`src/rtl/bcd_display_driver_if.sv`:
```
// Handshake and result bundle between the max-search stage and the BCD display driver.
// The master supplies start/data_in; the slave returns status, BCD digits and segments.
interface bcd_display_driver_if #(
    parameter int DATA_WIDTH = 8
);
    logic                  start;
    logic [DATA_WIDTH-1:0] data_in;
    logic                  busy;
    logic                  done;
    logic [15:0]           bcd_out;
    logic [6:0]            display_data_unidades;
    logic [6:0]            display_data_decenas;
    logic [6:0]            display_data_centenas;
    logic [6:0]            display_data_miles;

    modport master (
        output start,
        output data_in,
        input  busy,
        input  done,
        input  bcd_out,
        input  display_data_unidades,
        input  display_data_decenas,
        input  display_data_centenas,
        input  display_data_miles
    );

    modport slave (
        input  start,
        input  data_in,
        output busy,
        output done,
        output bcd_out,
        output display_data_unidades,
        output display_data_decenas,
        output display_data_centenas,
        output display_data_miles
    );
endinterface

```
`src/rtl/bcd_display_driver.sv`:
```
// Sequential binary-to-BCD converter (shift-add-3, one bit per enabled cycle)
// driving four registered active-low 7-segment displays.
//
// state   | meaning
// --------+-----------------------------------------------------------
// IDLE    | waiting for start; outputs hold the last converted value
// CONVERT | one add-3 correction plus left shift per enabled edge
// DONE    | latch digits and segment encodings, pulse done, back to IDLE
module bcd_display_driver #(
    parameter int DATA_WIDTH    = 8,
    parameter bit BLANK_LEADING = 1'b0
) (
    input  logic                 clk,
    input  logic                 rst,
    input  logic                 ce,
    bcd_display_driver_if.slave  bus
);

    localparam int CNT_W = 4;
    localparam logic [6:0] SEG_ZERO  = 7'b1000000;
    localparam logic [6:0] SEG_BLANK = 7'b1111111;

    typedef enum logic [1:0] {
        IDLE    = 2'd0,
        CONVERT = 2'd1,
        DONE    = 2'd2
    } state_t;

    state_t                   state;
    logic [DATA_WIDTH-1:0]    shift_reg;
    logic [15:0]              acc;
    logic [CNT_W-1:0]         cnt;

    logic [15:0]              corrected;
    logic [15+DATA_WIDTH:0]   shifted;
    logic                     blank_miles;
    logic                     blank_centenas;
    logic                     blank_decenas;

    // Active-low gfedcba encoding; anything above 9 or a blanked digit is dark.
    function automatic logic [6:0] seg7(input logic [3:0] digit, input logic blank);
        logic [6:0] seg;
        if (blank) begin
            seg = SEG_BLANK;
        end else begin
            case (digit)
                4'd0:    seg = 7'b1000000;
                4'd1:    seg = 7'b1111001;
                4'd2:    seg = 7'b0100100;
                4'd3:    seg = 7'b0110000;
                4'd4:    seg = 7'b0011001;
                4'd5:    seg = 7'b0010010;
                4'd6:    seg = 7'b0000010;
                4'd7:    seg = 7'b1111000;
                4'd8:    seg = 7'b0000000;
                4'd9:    seg = 7'b0010000;
                default: seg = SEG_BLANK;
            endcase
        end
        return seg;
    endfunction

    // Add-3 on every nibble that is 5 or more, then shift {acc, shift_reg} left by one.
    always_comb begin
        corrected = acc;
        for (int n = 0; n < 4; n++) begin
            if (acc[4*n +: 4] >= 4'd5) begin
                corrected[4*n +: 4] = acc[4*n +: 4] + 4'd3;
            end
        end
        shifted = {corrected, shift_reg} << 1;
    end

    // Leading-zero blanking cascades down from miles; unidades always shows.
    always_comb begin
        blank_miles    = BLANK_LEADING && (acc[15:12] == 4'd0);
        blank_centenas = blank_miles    && (acc[11:8] == 4'd0);
        blank_decenas  = blank_centenas && (acc[7:4]  == 4'd0);
    end

    // Conversion FSM with registered status, digits and segment outputs.
    always_ff @(posedge clk or negedge rst) begin
        if (!rst) begin
            state                     <= IDLE;
            shift_reg                 <= '0;
            acc                       <= '0;
            cnt                       <= '0;
            bus.busy                  <= 1'b0;
            bus.done                  <= 1'b0;
            bus.bcd_out               <= '0;
            bus.display_data_unidades <= SEG_ZERO;
            bus.display_data_decenas  <= BLANK_LEADING ? SEG_BLANK : SEG_ZERO;
            bus.display_data_centenas <= BLANK_LEADING ? SEG_BLANK : SEG_ZERO;
            bus.display_data_miles    <= BLANK_LEADING ? SEG_BLANK : SEG_ZERO;
        end else if (ce) begin
            case (state)
                IDLE: begin
                    bus.done <= 1'b0;
                    if (bus.start) begin
                        shift_reg <= bus.data_in;
                        acc       <= '0;
                        cnt       <= CNT_W'(DATA_WIDTH);
                        bus.busy  <= 1'b1;
                        state     <= CONVERT;
                    end
                end
                CONVERT: begin
                    acc       <= shifted[15+DATA_WIDTH:DATA_WIDTH];
                    shift_reg <= shifted[DATA_WIDTH-1:0];
                    cnt       <= cnt - 1'b1;
                    if (cnt == CNT_W'(1)) begin
                        state <= DONE;
                    end
                end
                DONE: begin
                    bus.bcd_out               <= acc;
                    bus.display_data_unidades <= seg7(acc[3:0],   1'b0);
                    bus.display_data_decenas  <= seg7(acc[7:4],   blank_decenas);
                    bus.display_data_centenas <= seg7(acc[11:8],  blank_centenas);
                    bus.display_data_miles    <= seg7(acc[15:12], blank_miles);
                    bus.done                  <= 1'b1;
                    bus.busy                  <= 1'b0;
                    state                     <= IDLE;
                end
                default: begin
                    bus.busy <= 1'b0;
                    bus.done <= 1'b0;
                    state    <= IDLE;
                end
            endcase
        end
    end

endmodule
```
`src/flat_wrapper.sv`:
```
// flat-port wrapper written by rule: the top's interface ports become plain ports
module bcd_display_driver_flat 
#(
    parameter int DATA_WIDTH    = 8,
    parameter bit BLANK_LEADING = 1'b0
)
  (clk, rst, ce, bus_start, bus_data_in, bus_busy, bus_done, bus_bcd_out, bus_display_data_unidades, bus_display_data_decenas, bus_display_data_centenas, bus_display_data_miles);
  bcd_display_driver_if #(.DATA_WIDTH(DATA_WIDTH)) bus_i ();
  input  logic clk;
  input  logic rst;
  input  logic ce;
  input wire logic [$bits(bus_i.start)-1:0] bus_start;
  input wire logic [$bits(bus_i.data_in)-1:0] bus_data_in;
  output wire logic [$bits(bus_i.busy)-1:0] bus_busy;
  output wire logic [$bits(bus_i.done)-1:0] bus_done;
  output wire logic [$bits(bus_i.bcd_out)-1:0] bus_bcd_out;
  output wire logic [$bits(bus_i.display_data_unidades)-1:0] bus_display_data_unidades;
  output wire logic [$bits(bus_i.display_data_decenas)-1:0] bus_display_data_decenas;
  output wire logic [$bits(bus_i.display_data_centenas)-1:0] bus_display_data_centenas;
  output wire logic [$bits(bus_i.display_data_miles)-1:0] bus_display_data_miles;
  assign bus_i.start = bus_start;
  assign bus_i.data_in = bus_data_in;
  assign bus_busy = bus_i.busy;
  assign bus_done = bus_i.done;
  assign bus_bcd_out = bus_i.bcd_out;
  assign bus_display_data_unidades = bus_i.display_data_unidades;
  assign bus_display_data_decenas = bus_i.display_data_decenas;
  assign bus_display_data_centenas = bus_i.display_data_centenas;
  assign bus_display_data_miles = bus_i.display_data_miles;
  bcd_display_driver #(.DATA_WIDTH(DATA_WIDTH), .BLANK_LEADING(BLANK_LEADING)) u_core (.clk(clk), .rst(rst), .ce(ce), .bus(bus_i));
endmodule
```
`config.mk`:
```
export PLATFORM = sky130hd
export DESIGN_NAME = bcd_display_driver_flat
export DESIGN_NICKNAME = d
export VERILOG_FILES = /design/src/rtl/bcd_display_driver_if.sv /design/src/rtl/bcd_display_driver.sv /design/src/flat_wrapper.sv
export SDC_FILE = /design/constraint.sdc
export NUM_CORES = 1
export LEC_CHECK = 0
export BUFFER_PORTS_ARGS = -buffer_cell sky130_fd_sc_hd__buf_4
export CAP_MARGIN = 20
export CORE_MARGIN = 10
export CORE_UTILIZATION = 45
export DETAILED_ROUTE_END_ITERATION = 8
export PLACE_DENSITY = 0.63
export SETUP_SLACK_MARGIN = 0.02
export SLEW_MARGIN = 20
export SYNTH_ARGS = -nofsm -noshare
export SYNTH_HDL_FRONTEND = slang
export SYNTH_SLANG_ARGS = --single-unit
```
`constraint.sdc`:
```
create_clock -name clk -period 3.7 [get_ports clk]
set_input_delay 0.925 -clock clk [delete_from_list [all_inputs] [get_ports clk]]
set_output_delay 0.925 -clock clk [all_outputs]
set_load 0.01 [all_outputs]
```
==> results.yml <==
outcome:
  run_status: "completed"
clocking:
  path_clk_slew_ns: 0.08
  clock_latency_ns: 0.36
  holdBufCountCts: 0
  postCtsSetupBuffers: 0
  cts_htree_levels: 3
  ctsResizeCount: 0
  clock_path_buffers: 2
  root_buffer: "sky130_fd_sc_hd__clkbuf_8"
  cts_made_buffers: 9
  tritoncts: "yes"
  clock_sinks: 76
job:
  max_cap_viol_count: 0
cells_and_area:
  area.growth.synth_to_final_pct: 17.4
  multi_input_comb_area_um2: 1830
  fillerInstances: 824
  area.sequential_um2: 1910
  most_frequent_cells_in_the_layout: "72 x sky130_fd_sc_hd__dfrtp_1, 70 x sky130_fd_sc_hd__nand2_1, 59 x sky130_fd_sc_hd__buf_4, 53 x sky130_fd_sc_hd__o21ai_0, 23 x sky130_fd_sc_hd__ha_1"
  most_common_cell_after_layout_fill_and_taps_aside: "sky130_fd_sc_hd__dfrtp_1"
  ant_diodes: 0
  fin_area_um2: 4620
  layout-drive-gt1-share: 0.214
  nets: 488
placement:
  post-dp-hpwl_um: 5580
  port_buffers: 57
  gp_congestion: 0.808
  preCtsSetupSlack_ns: 1.29
  area_after_dpl_um2: 4420
sta:
  slew_headroom: 0.378
  period_needed_ns: 2.01
  worst-slew-pin-transition_ns: 0.934
  setup_viol_count_final: 0
  hold_violation_count_in_the_final_report: 0
  fin_worst_skew_ns: 0.00836
  finalSetupTns_ns: 0
  timing.final.crit_share: 0.544
  max_freq_mhz: 497
  final_max_slew_viol_count: 0
  worst_slack_ns: 1.69
  rsz0062_at_grt: "no"
power_and_ir_drop:
  p_comb_frac: 0.424
  power.density_cell_area_nw_per_um2: 789
  swShare: 0.393
  internal-power_mw: 2.21
  p_leak_nw: 2.17
  power_share_of_the_clock_group: 0.178
  pwr-share-seq: 0.398
  worst_ir_drop_vdd_v: 0.000311
  power.switching_mw: 1.43
synth:
  netlist_top_cells_area: "sky130_fd_sc_hd__dfrtp_1 46%, sky130_fd_sc_hd__ha_1 7.3%, sky130_fd_sc_hd__o21ai_0 6.7%"
  postSynthCellCount: 402
  synth_edf_count: 0
  synth.avg_cell_area_um2: 9.78
  syn-cell-area_um2: 3930
  ys.flop_type: "sky130_fd_sc_hd__dfrtp_1"
  synth_seq_cells: 76
  netlist.area_leader.share: 0.458
  total_nets_after_synthesis: 437
  synthesis.yosys.warnings: 0
  synth.largest_area_cell: "sky130_fd_sc_hd__dfrtp_1"
  synth_sequential_area_ratio: 0.485
  async_flop_share: 1.00
  ys_types: 47
detailed_routing:
  dr_drc_count: 0
  dr.pass1.iters: 4
  antenna_left: 0
  route.vias.total: 2911
  vias_per_cell: 5.14
  drtIter0Drc: 131
  routedWlPerCell_um: 14.0
  routed_wl_um: 7900
grt:
  global_route.usage.total: 0.129
  grt_pass1_vias: 2864
  grt_first_pass_wirelength_um: 13800
  pin_count_of_the_biggest_net_entering_global_routing: 77
  grt_antenna_before_repair: 0
  grt_overflow_total: 0
floorplanning:
  dieHeight_um: 113
  die_ar_um2: 12900
  die_outline_width_um: 113
  placement_rows: 34
  start_util: 0.458
  area_of_the_placeable_core_um2: 8590
  num_io_pins: 58
setup_path:
  path_delay_family: "buffers and inverters"
  end_kind: "flop"
  crit_path_frequent_cell: "sky130_fd_sc_hd__buf_4"
  cp-start-kind: "input port"
  criticalPathCategory: "in2reg"
  worst_ep_required_time_ns: 3.94
  worstPathMaxFanout: 26
  timing.critical_path.buf_inv: 2
  crit_arrival_ns: 2.25
  crit_chain: "buf_4 -> nor2b_4 -> nand2_2 -> buf_4 -> mux2_2"
  timing.critical_path.slowest_cell_delay_ns: 0.36
  cp_slowest_cell: "sky130_fd_sc_hd__mux2_2"
hold_path:
  holdCritPathClass: "reg2reg"
## cell families after synthesis
logic type	Yosys count	share of synthesized area
AO/OA/AOI/OAI	121	0.193
AND/OR/NAND/NOR	115	0.139
flip-flops	76	0.485
buffers and inverters	43	0.0500
adder cells (fa/ha/maj)	23	0.0732
multiplexers	16	0.0423
XOR/XNOR	8	0.0178
## layer usage
layer	up-vias	GRT usage	share of wire
met5	-	0	0
met4	0	0.0533	0.014
met3	10	0.0415	0.065
met2	63	0.203	0.46
met1	1355	0.159	0.46
li1	1483	-	-
## power groups by stage
| stage | clock network (mW) | logic, mW | registers [mW] |
|---|---|---|---|
| global route | 0.703 | 1.77 | 1.51 |
| floorplan | 0 | 1.08 | 1.43 |
| CTS | 0.666 | 1.58 | 1.46 |
| detailed placement | 0 | 1.57 | 1.47 |
| global placement | 0 | 1.55 | 1.46 |
| finish | 0.649 | 1.55 | 1.45 |
## cell usage after synthesis (2+ instances only)
cell type,n
sky130_fd_sc_hd__o22ai_1,4
sky130_fd_sc_hd__buf_2,10
sky130_fd_sc_hd__o31ai_2,5
sky130_fd_sc_hd__mux2i_1,11
sky130_fd_sc_hd__nor3_1,4
sky130_fd_sc_hd__dfrtp_1,72
sky130_fd_sc_hd__and3_1,2
sky130_fd_sc_hd__nor3b_1,2
sky130_fd_sc_hd__nand3_1,4
sky130_fd_sc_hd__clkbuf_1,7
sky130_fd_sc_hd__o31ai_1,6
sky130_fd_sc_hd__o311ai_2,3
sky130_fd_sc_hd__dfstp_2,4
sky130_fd_sc_hd__nand2_1,70
sky130_fd_sc_hd__o21ai_1,13
sky130_fd_sc_hd__buf_6,3
sky130_fd_sc_hd__a21o_1,3
sky130_fd_sc_hd__a21oi_1,19
sky130_fd_sc_hd__nand2b_1,12
sky130_fd_sc_hd__xnor2_1,7
sky130_fd_sc_hd__mux2_2,5
sky130_fd_sc_hd__nor2_1,12
sky130_fd_sc_hd__a221o_1,2
sky130_fd_sc_hd__a22o_1,3
sky130_fd_sc_hd__a22oi_1,2
sky130_fd_sc_hd__o21ai_0,53
sky130_fd_sc_hd__ha_1,23
sky130_fd_sc_hd__o21bai_1,2
sky130_fd_sc_hd__inv_1,21
## worst reg2reg max path, delay by kind of cell, from the launching register on
kind	cells	cell delay (ns)
mux	1	0.36
flops	1	0.52
buf+inv	1	0.35
simple gates	2	0.42
## stage by stage
step | power [mW] | hold WS, ns | std cells | util
final | 3.64 | 0.480 | 566 | 0.537
after global routing | 3.98 | 0.501 | 566 | 0.537
after CTS | 3.70 | 0.485 | 566 | 0.537
after detailed placement | 3.04 | 0.467 | 550 | 0.514
after global placement | 3.01 | 0.466 | 550 | 0.514
after floorplan | 2.50 | 0.450 | 402 | -
## final cells by class
type,count,share of cell area
timing repair buffer,60,0.100
clock buffer,14,0.0352
inverter,23,0.0187
sequential,76,0.413
multi-input combinational,283,0.396
clock inverter,2,0.00759
tap,108,0.0293
## path summary, 6_finish.rpt
path	from	endpoint	slack (ns)	depth (start not counted)
hold / removal	u_core.shift_reg[4]	u_core.shift_reg[4]	0.48	2
hold reg to reg	u_core.shift_reg[4]	u_core.shift_reg[4]	0.48	2
max in group asynchronous	rst	u_core.bus.bcd_out[9]	2.39	1
setup / recovery	ce	u_core.bus.bcd_out[7]	1.69	5
min in group asynchronous	rst	u_core.bus.display_data_miles[4]	0.68	1
setup reg to reg	u_core.state[0]	u_core.bus.bcd_out[7]	1.94	4
(Power assumes the default switching activity.)
